===== src/rtl/occupancy_pkg.sv =====
// Shared types and default tuning values for the occupancy grid controller.
package occupancy_pkg;

    localparam int CELL_WIDTH_DEFAULT = 8;
    localparam int HIT_INC_DEFAULT    = 4;
    localparam int MISS_DEC_DEFAULT   = 1;
    localparam int CELL_MAX_DEFAULT   = 127;
    localparam int CELL_MIN_DEFAULT   = -128;
    localparam int CELL_INIT_DEFAULT  = 0;

    // One log-odds grid cell at the default width.
    typedef logic signed [CELL_WIDTH_DEFAULT-1:0] cell_t;

endpackage


===== src/rtl/occupancy_grid_controller_saturate.sv =====
// Combinational log-odds update: adds the hit increment or subtracts the miss
// decrement with two guard bits, then clamps into [CELL_MIN, CELL_MAX].
module log_odds_saturate
    import occupancy_pkg::*;
#(
    parameter int CELL_WIDTH = CELL_WIDTH_DEFAULT,
    parameter int HIT_INC    = HIT_INC_DEFAULT,
    parameter int MISS_DEC   = MISS_DEC_DEFAULT,
    parameter int CELL_MAX   = CELL_MAX_DEFAULT,
    parameter int CELL_MIN   = CELL_MIN_DEFAULT
) (
    input  logic signed [CELL_WIDTH-1:0] cell_value,
    input  logic                         hit,
    output logic signed [CELL_WIDTH-1:0] new_value
);

    localparam int WIDE_W = CELL_WIDTH + 2;
    localparam logic signed [WIDE_W-1:0] INC_W = WIDE_W'(HIT_INC);
    localparam logic signed [WIDE_W-1:0] DEC_W = WIDE_W'(MISS_DEC);
    localparam logic signed [WIDE_W-1:0] MAX_W = WIDE_W'(CELL_MAX);
    localparam logic signed [WIDE_W-1:0] MIN_W = WIDE_W'(CELL_MIN);

    // Clamp a widened sum back into the legal cell range.
    function automatic logic signed [CELL_WIDTH-1:0] saturate(input logic signed [WIDE_W-1:0] value);
        logic signed [CELL_WIDTH-1:0] result;
        if (value > MAX_W) begin
            result = CELL_WIDTH'(MAX_W);
        end else if (value < MIN_W) begin
            result = CELL_WIDTH'(MIN_W);
        end else begin
            result = value[CELL_WIDTH-1:0];
        end
        return result;
    endfunction

    logic signed [WIDE_W-1:0] cell_wide;
    logic signed [WIDE_W-1:0] sum_wide;

    // Sign-extend, apply the hit/miss step, then saturate.
    always_comb begin
        cell_wide = WIDE_W'(cell_value);
        sum_wide  = hit ? (cell_wide + INC_W) : (cell_wide - DEC_W);
        new_value = saturate(sum_wide);
    end

endmodule


===== src/rtl/occupancy_grid_controller.sv =====
// Occupancy grid controller: serialises full-grid clears, read-modify-write
// log-odds updates and host reads onto a single-port grid RAM with one cycle
// of read latency.
module occupancy_grid_controller
    import occupancy_pkg::*;
#(
    parameter int ADDR_WIDTH = 12,
    parameter int CELL_WIDTH = CELL_WIDTH_DEFAULT,
    parameter int HIT_INC    = HIT_INC_DEFAULT,
    parameter int MISS_DEC   = MISS_DEC_DEFAULT,
    parameter int CELL_MAX   = CELL_MAX_DEFAULT,
    parameter int CELL_MIN   = CELL_MIN_DEFAULT,
    parameter int CELL_INIT  = CELL_INIT_DEFAULT
) (
    input  logic                         clock,
    input  logic                         reset,
    input  logic                         zero_occupancy_grid,
    output logic                         busy,
    input  logic                         update_valid,
    input  logic [ADDR_WIDTH-1:0]        update_address,
    input  logic                         update_hit,
    output logic                         update_ready,
    input  logic                         read_request,
    input  logic [ADDR_WIDTH-1:0]        read_address,
    output logic                         read_ready,
    output logic                         read_valid,
    output logic signed [CELL_WIDTH-1:0] read_data,
    output logic [ADDR_WIDTH-1:0]        mem_address,
    output logic                         mem_write_enable,
    output logic signed [CELL_WIDTH-1:0] mem_write_data,
    input  logic signed [CELL_WIDTH-1:0] mem_read_data
);

    typedef enum logic [2:0] {
        IDLE,
        CLEAR,
        UPD_READ,
        UPD_WRITE,
        HOST_READ,
        HOST_DATA
    } state_t;

    localparam logic [ADDR_WIDTH-1:0]        LAST_ADDR = {ADDR_WIDTH{1'b1}};
    localparam logic signed [CELL_WIDTH-1:0] INIT_V    = CELL_WIDTH'(CELL_INIT);

    state_t                         state;
    state_t                         state_next;
    logic [ADDR_WIDTH-1:0]          clear_count;
    logic [ADDR_WIDTH-1:0]          upd_addr;
    logic                           upd_hit;
    logic [ADDR_WIDTH-1:0]          rd_addr;
    logic signed [CELL_WIDTH-1:0]   sat_value;

    log_odds_saturate #(
        .CELL_WIDTH (CELL_WIDTH),
        .HIT_INC    (HIT_INC),
        .MISS_DEC   (MISS_DEC),
        .CELL_MAX   (CELL_MAX),
        .CELL_MIN   (CELL_MIN)
    ) u_saturate (
        .cell_value (mem_read_data),
        .hit        (upd_hit),
        .new_value  (sat_value)
    );

    // State register.
    always_ff @(posedge clock or posedge reset) begin
        if (reset) begin
            state <= IDLE;
        end else begin
            state <= state_next;
        end
    end

    // Next-state logic, handshakes and RAM port drive; IDLE priority is clear, update, read.
    always_comb begin
        state_next       = state;
        busy             = (state != IDLE);
        update_ready     = 1'b0;
        read_ready       = 1'b0;
        mem_address      = '0;
        mem_write_enable = 1'b0;
        mem_write_data   = '0;
        case (state)
            IDLE: begin
                update_ready = !reset && !zero_occupancy_grid;
                read_ready   = !reset && !zero_occupancy_grid && !update_valid;
                if (zero_occupancy_grid) begin
                    state_next = CLEAR;
                end else if (update_valid) begin
                    state_next = UPD_READ;
                end else if (read_request) begin
                    state_next = HOST_READ;
                end
            end
            CLEAR: begin
                mem_address      = clear_count;
                mem_write_enable = 1'b1;
                mem_write_data   = INIT_V;
                if (!zero_occupancy_grid && clear_count == LAST_ADDR) begin
                    state_next = IDLE;
                end
            end
            UPD_READ: begin
                mem_address = upd_addr;
                state_next  = UPD_WRITE;
            end
            UPD_WRITE: begin
                mem_address      = upd_addr;
                mem_write_enable = 1'b1;
                mem_write_data   = sat_value;
                state_next       = IDLE;
            end
            HOST_READ: begin
                mem_address = rd_addr;
                state_next  = HOST_DATA;
            end
            HOST_DATA: begin
                mem_address = rd_addr;
                state_next  = IDLE;
            end
            default: begin
                state_next = IDLE;
            end
        endcase
    end

    // Clear address counter: starts at 0 on a clear request, restarts if re-requested mid-clear.
    always_ff @(posedge clock or posedge reset) begin
        if (reset) begin
            clear_count <= '0;
        end else if (state == IDLE && zero_occupancy_grid) begin
            clear_count <= '0;
        end else if (state == CLEAR) begin
            clear_count <= zero_occupancy_grid ? '0 : clear_count + 1'b1;
        end
    end

    // Host read return path: capture RAM data and strobe read_valid once; data holds until the next read.
    always_ff @(posedge clock or posedge reset) begin
        if (reset) begin
            read_valid <= 1'b0;
            read_data  <= '0;
        end else begin
            read_valid <= (state == HOST_DATA);
            if (state == HOST_DATA) begin
                read_data <= mem_read_data;
            end
        end
    end

    // Latch the request operands on acceptance; these are pure data and need no reset.
    always_ff @(posedge clock) begin
        if (update_ready && update_valid) begin
            upd_addr <= update_address;
            upd_hit  <= update_hit;
        end
        if (read_ready && read_request) begin
            rd_addr <= read_address;
        end
    end

endmodule

===== config.mk =====
export PLATFORM = sky130hd
export DESIGN_NAME = occupancy_grid_controller
export DESIGN_NICKNAME = d
export VERILOG_FILES = /design/src/rtl/occupancy_pkg.sv /design/src/rtl/occupancy_grid_controller_saturate.sv /design/src/rtl/occupancy_grid_controller.sv
export SDC_FILE = /design/constraint.sdc
export NUM_CORES = 1
export LEC_CHECK = 0
export CORE_UTILIZATION = 34
export CTS_BUF_LIST = sky130_fd_sc_hd__clkbuf_8
export DETAILED_ROUTE_END_ITERATION = 7
export PLACE_DENSITY = 0.7
export SLEW_MARGIN = 20
export SYNTH_ARGS = -nofsm -noshare
export SYNTH_HDL_FRONTEND = slang
export SYNTH_SLANG_ARGS = --single-unit

===== constraint.sdc =====
create_clock -name clock -period 3.2 [get_ports clock]
set_input_delay 0.64 -clock clock [delete_from_list [all_inputs] [get_ports clock]]
set_output_delay 0.64 -clock clock [all_outputs]
set_load 0.05 [all_outputs]

==> impl_metrics.tcl, run 1 <==
set metrics [dict create \
    outcome "finished clean" \
    syn_area_per_cell_sq_um 9.91 \
    antenna_found_initial 0 \
    crit_family "buffers and inverters" \
    pwr-share-seq 0.476 \
    crit_arrival_ns 2.52 \
    first_iter_violations 115 \
    cp-start-kind "primary input" \
    cellLeakagePower_uw 0.00150 \
    path_clk_slew_ns 0.09 \
    crit_buf_inv 3 \
    required_ns 2.56 \
    worstSetupPathDepth 8 \
    vias 2139 \
    ioPinCount 71 \
    switching_share 0.286 \
    cellInternalPower_uw 1070 \
    cts_buffers 5 \
    cp-end-kind "output pin" \
    r2r_setup_slack_ns 1.06 \
    critical-path-max-stage-delay_ns 0.63 \
    fmax_ghz 0.316 \
    place_congestion 0.902 \
    ir_drop_v 0.000230 \
    wirelength_mm 6.40 \
    hold_ws_ns 0.494 \
    synthCells 251 \
    clock_sinks 49 \
    critPathCapture "mem_write_data[4]" \
    fillers 598 \
    finClkSkew_ns 0.00669 \
    antenna_cells 0 \
    drv_cap 0 \
    rows 30 \
    setup_viol 0 \
    fin_nets 378 \
    ant_nets 0 \
    finalInstanceArea_sq_mm 0.00384 \
    die_h_um 87.6 \
    power_frac_clock 0.297 \
    yosys_warnings 0 \
    reg2regPathDepth 5 \
    root_buffer "clkbuf_8" \
    io_buffers 70 \
    clock_latency_ns 0.30 \
    cp_slowest_cell "clkdlybuf4s50_1" \
    yosysUniqueCellTypes 34 \
    synth_top_cell_area_share 0.302 \
    placed_cell_area_sq_mm 0.00357 \
    ys_ff_latch 49 \
    drt-pass1-iter-count 4 \
    cp_max_fo 6 \
    start_util 0.358 \
    grt_pass1_vias 2165 \
    p_switching_uw 428 \
    post-route-util 0.553 \
    drive_above_1_share 0.220 \
    finalPower_uw 1500 \
    routedWlPerCell_um 14.8 \
    drc 0 \
    netlist_area_sq_mm 0.00249 \
    grt_use_total 0.170 \
    crit_chain "clkdlybuf4s50_1 > nor2_1 > and3_4 > or3_4 > nand4b_1 > buf_4 > o31ai_4 > buf_12" \
    overflow 0 \
    cts_buffer_depth 2 \
    die-area_sq_mm 0.00767 \
    h-tree-depth 2 \
    critPathKind "primary input to output pin" \
    worst_r2r_endpoint "upd_addr[0]" \
    hold_violations 0 \
    r2r_start "state[1]" \
    slew_headroom 0.535 \
    area_delta_synth_final_pct 54.2 \
    cp-startpoint "mem_read_data[5]" \
    comb_power_share 0.227 \
    tightestPinTransition_ns 0.694 \
    period_needed_ns 3.16 \
    hold_class "flip-flop to flip-flop" \
    cts_tree "built" \
    fin_cells 432 \
    dp.cells 423 \
    hpwl_mm 4.80 \
    period_share 0.989 \
    synthTopCellsByArea "edfxtp_1 30%, dfrtp_1 24%, o21ai_0 5.4%" \
    seq_area_frac_synth 0.543 \
    yosys.area.top_type "edfxtp_1" \
    drv_slew 0 \
    dieWidth_um 87.6 \
    design.core.area_sq_mm 0.00694 \
    grt_max_degree 25 \
    synthesis.nets 294 \
    detail_route.vias_per_cell 4.95 \
    whs_path_depth 2 \
    grt_pass1_wl_mm 9.95 \
    power.density_mw_per_mm2 390 \
]
==> final cells by class <==
class | instances | area, sq um | area share
repair buffers | 89 | 1010 | 0.264
flip-flops and latches | 49 | 1350 | 0.352
inverters | 14 | 52.6 | 0.0137
well taps | 96 | 120 | 0.0313
clock buffers | 5 | 68.8 | 0.0179
clock inverters | 3 | 46.3 | 0.0121
multi-input cells | 176 | 1190 | 0.309
==> routing by layer <==
metal  track usage  up-vias  part of all wire
met5             0        -                 0
li1              -     1052                 -
met4        0.0507        0             0.012
met1         0.191     1002              0.40
met2         0.325       74              0.53
met3        0.0339       11             0.053
==> how the worst min path moves through the flow <==
| stage | from | endpoint | slack (ns) |
|---|---|---|---|
| 2_1_floorplan | clear_count[1] | clear_count[1] | 0.51 |
| 3_3_place_gp | read_data[0] | read_data[0] | 0.47 |
| 3_5_place_dp | read_data[1] | read_data[1] | 0.48 |
| 4_1_cts | read_data[1] | read_data[1] | 0.50 |
| 5_1_grt | read_data[5] | read_data[5] | 0.54 |
| 6_report | read_data[1] | read_data[1] | 0.49 |
==> Yosys cell counts <==
cell type  number
nor2_2          1
a21oi_1        21
dfrtp_1        24
nand4b_1        1
buf_2           3
buf_6           2
nor3_1          5
o311a_1         1
nand4_1         4
or4_1           2
nand2_1        29
nor4_1          1
o21ai_0        27
and3_1         13
nand3_1         6
mux2_2          4
mux2i_1         1
o31ai_1         6
xnor2_1        10
nor2_1         18
inv_1          14
or3_1           8
and2_1          1
ha_1            5
a21oi_2         1
o2bb2ai_1       1
nor2b_1         3
nor3_2          1
o211ai_1        1
nand2b_1        3
and2b_2         1
xor2_1          1
clkbuf_1        7
edfxtp_1       25
==> sequential cells by signal, indices dropped and copies added (netlist names) <==
name         cells
rd_addr         12
upd_hit          1
read_valid       1
state            3
upd_addr        12
read_data        8
clear_count     12
==> what timing repair did <==
action | CTS | global route
endpoints found under the setup margin | 8 | 8
gates resized for setup | 10 | 15
setup buffers | 0 | 1
hold buffers | 0 | 0
pin swaps | 2 | 3
==> worst min-delay path, delay by kind of cell, from the launching register on <==
family / cells / cell delay [ns]
AO/OA/AOI/OAI: 1 / 0.06
AND/OR/NAND/NOR: 1 / 0.04
flip-flops: 1 / 0.35
==> metrics by stage <==
stage	setup TNS, ns	setup WS (ns)
2_1_floorplan	0	0.221
3_3_place_gp	-0.628	-0.105
3_5_place_dp	-0.994	-0.165
4_1_cts	0	0.000151
5_1_grt	-0.0309	-0.0107
6_report	0	0.0362
==> placed cells by master, fill, tap and decap left out, types with 2 or more instances in the layout <==
cell type | synthesis | final
or3_1 | 8 | 7
and3_1 | 13 | 12
xnor2_1 | 10 | 10
o21ai_0 | 27 | 26
nand2_1 | 29 | 29
nand4_1 | 4 | 4
clkbuf_8 | 0 | 5
nand3_1 | 6 | 6
nor3_1 | 5 | 4
or4_1 | 2 | 2
buf_4 | 0 | 23
clkdlybuf4s50_1 | 0 | 45
ha_1 | 5 | 4
edfxtp_1 | 25 | 25
a21oi_1 | 21 | 20
nor2_1 | 18 | 18
dlygate4sd2_1 | 0 | 2
buf_12 | 0 | 18
dfrtp_1 | 24 | 24
o31ai_4 | 0 | 6
mux2_2 | 4 | 4
nand2b_1 | 3 | 3
inv_1 | 14 | 13
==> power groups by stage <==
stage	logic [uW]	clock network [uW]	registers [uW]
floorplan	72.2	0	823
global placement	320	0	725
detailed placement	324	0	726
CTS	328	455	713
global route	360	477	716
finish	339	444	712
==> cell families (layout without fill, tap and decap cells) <==
group	Yosys count	after routing	share of synthesized area
buffers and inverters	26	111	0.0468
and+or+nand+nor	97	97	0.196
xor gates and xnor gates	11	11	0.0387
DFF	49	49	0.543
muxes	5	5	0.0221
AOI/OAI and AO/OA	58	58	0.129
adders and majority gates	5	5	0.0251
(Power assumes the default switching activity.)
==> inputs of run 2 (changes only) <==
--- a/config.mk
+++ b/config.mk
@@ -5,10 +5,11 @@
 export SDC_FILE = /design/constraint.sdc
 export NUM_CORES = 1
 export LEC_CHECK = 0
+export ABC_AREA = 1
 export CORE_UTILIZATION = 34
 export CTS_BUF_LIST = sky130_fd_sc_hd__clkbuf_8
 export DETAILED_ROUTE_END_ITERATION = 7
-export PLACE_DENSITY = 0.7
+export PLACE_DENSITY = 0.69
 export SLEW_MARGIN = 20
 export SYNTH_ARGS = -nofsm -noshare
 export SYNTH_HDL_FRONTEND = slang
==> run 2 against run 1 <==
  * Sequential power up 16%
  * Global-route usage is 0.22 points lower
  * Critical path type unchanged
  * Die area up 8.6%
  * Critical endpoint is now mem_write_data[6]
==> impl_metrics.tcl, run 2 <==
set metrics [dict create \
    critical-path-max-stage-delay_ns 0.53 \
    cellInternalPower_uw 1540 \
    reg2regPathDepth 6 \
    routedWlPerCell_um 13.2 \
    placed_cell_area_sq_mm 0.00358 \
    netlist_area_sq_mm 0.00271 \
    rsz0062_at_grt "true" \
    tightestPinTransition_ns 0.542 \
    grt_max_degree 25 \
    crit_chain "clkdlybuf4s50_1 > inv_1 > ha_1 > nand2_1 > nand2_1 > inv_1 > nand3_1 > nand2_1 > nand2_1 > a21oi_1 > nor2_2 > buf_12" \
    syn_area_per_cell_sq_um 8.65 \
    crit_family "buffers and inverters" \
    cts_buffers 5 \
    fillers 706 \
    r2r_setup_slack_ns 1.55 \
    h-tree-depth 2 \
    required_ns 2.56 \
    drv_slew 0 \
    cts_buffer_depth 2 \
    largestRegisters "clear_count x12, rd_addr x12, upd_addr x12" \
    pwr-share-seq 0.290 \
    post-route-util 0.482 \
    async_reset_ff_frac 0.490 \
    detail_route.vias_per_cell 4.84 \
    yosysMostFrequentCell "nand2_1" \
    yosys-top-cells-count "83 x nand2_1, 31 x inv_1, 25 x edfxtp_1" \
    io_buffers 70 \
    power_frac_clock 0.186 \
    ioPinCount 71 \
    setup_viol 0 \
    root_buffer "clkbuf_8" \
    grt_pass1_vias 2377 \
    finalPower_uw 2850 \
    clock_sinks 49 \
    final_cell_mix "83 x nand2_1, 48 x clkdlybuf4s50_1, 31 x inv_1, 25 x edfxtp_1, 24 x dfrtp_1" \
    synth_edf_count 25 \
    vias 2366 \
    comb_power_share 0.524 \
    first_iter_violations 148 \
    switching_share 0.459 \
    fmax_ghz 0.330 \
    synthTopCellsByArea "edfxtp_1 28%, dfrtp_1 22%, nand2_1 12%" \
    cp_max_fo 5 \
    die-area_sq_mm 0.00832 \
    rows 32 \
    drt-pass1-iter-count 5 \
    place_congestion 0.962 \
    yosysUniqueCellTypes 35 \
    grt_use_total 0.168 \
    ys_ff_latch 49 \
    antenna_cells 0 \
    hold_violations 0 \
    cp-startpoint "mem_read_data[2]" \
    dieWidth_um 91.2 \
    crit_arrival_ns 2.39 \
    cellLeakagePower_uw 0.00156 \
    critPathKind "primary input to output pin" \
    grt_pass1_wl_mm 11.1 \
    hold_ws_ns 0.490 \
    crit_top_cell "nand2_1" \
    clock_latency_ns 0.31 \
    hold_class "flip-flop to flip-flop" \
    fin_setup_tns_ns 0 \
    wirelength_mm 6.45 \
    synthesis.nets 356 \
    synth_top_cell_area_share 0.277 \
    yosys.area.top_type "edfxtp_1" \
    finClkSkew_ns 0.0133 \
    min_from "read_data[0]" \
    worst_r2r_endpoint "rd_addr[10]" \
    drv_cap 0 \
    fin_nets 429 \
    cp_slowest_cell "clkdlybuf4s50_1" \
    design.core.area_sq_mm 0.00773 \
    slew_headroom 0.638 \
    overflow 0 \
    crit_buf_inv 4 \
    period_share 0.946 \
    ir_drop_v 0.000354 \
    start_util 0.350 \
    cp-start-kind "primary input" \
    synthCells 313 \
    finalInstanceArea_sq_mm 0.00373 \
    drc 0 \
    path_clk_slew_ns 0.08 \
    cp-end-kind "output pin" \
    r2r_start "state[2]" \
    min_delay_worst_endpoint "read_data[0]" \
    p_switching_uw 1310 \
    power.density_mw_per_mm2 766 \
    ant_nets 0 \
    hpwl_mm 4.97 \
    seq_area_frac_synth 0.499 \
    period_needed_ns 3.03 \
    area_delta_synth_final_pct 37.6 \
    cts_tree "built" \
    yosys_warnings 0 \
    layout_commonest_cell "nand2_1" \
    ys.flop_type "edfxtp_1" \
    die_h_um 91.2 \
    outcome "finished clean" \
    antenna_found_initial 0 \
    whs_path_depth 2 \
    drive_above_1_share 0.173 \
]
-- run 2: cell families (layout without fill, tap and decap cells) --
logic type | count (synthesis) | in the layout | synth area share
xor+xnor | 3 | 3 | 0.00971
simple gates | 166 | 166 | 0.297
flops | 49 | 49 | 0.499
compound gates | 45 | 45 | 0.0966
fa+ha+maj | 5 | 5 | 0.0231
buf+inv | 45 | 119 | 0.0744
-- run 2: worst max-delay path by stage --
stage          cells after the start  slack (ns)                 to
3_3_place_gp                      13        0.17  mem_write_data[1]
6_report                          12        0.17  mem_write_data[6]
4_1_cts                           13        0.16  mem_write_data[3]
5_1_grt                           12       -0.03  mem_write_data[6]
3_5_place_dp                      13        0.17  mem_write_data[3]
2_1_floorplan                      3        0.43         rd_addr[0]
-- run 2: tightest hold or removal path, cell delays in order, from the launching register on --
cell     delay [ns]
dfrtp_1        0.35
nand2_1        0.05
o21ai_0        0.06
-- run 2: layout make-up --
cell class,instances,area (sq um),share of cell area
clock buffers,5,68.8,0.0185
well taps,102,128,0.0343
repair buffers,74,801,0.215
clock inverters,3,68.8,0.0185
inverters,37,146,0.0393
multi-input cells,219,1160,0.312
flip-flops and latches,49,1350,0.363
-- run 2: power groups by stage --
stage	clock (uW)	combinational (uW)	sequential [uW]
floorplan	0	838	1020
global placement	0	1490	839
detailed placement	0	1500	843
CTS	538	1500	831
global route	564	1590	839
finish	531	1490	829
-- run 2: what timing repair did --
action / 4_1_cts / 5_1_grt
endpoints found under the hold margin: 0 / 0
resized for setup: 0 / 3
setup buffers: 0 / 0
endpoints found under the setup margin: 0 / 3
hold buffers: 0 / 0
-- run 2: through the flow --
stage | setup slack, ns | cells
3_5_place_dp | 0.170 | 481
5_1_grt | -0.0335 | 489
4_1_cts | 0.160 | 489
6_report | 0.173 | 489
2_1_floorplan | 0.426 | 313
3_3_place_gp | 0.173 | 481
-- run 2: routing by layer --
layer	track usage	vias to the layer above	wire [um]
li1	-	1186	-
met1	0.231	1091	3140
met2	0.266	81	2850
met3	0.0343	8	374
met4	0.0542	0	80
met5	0	-	0
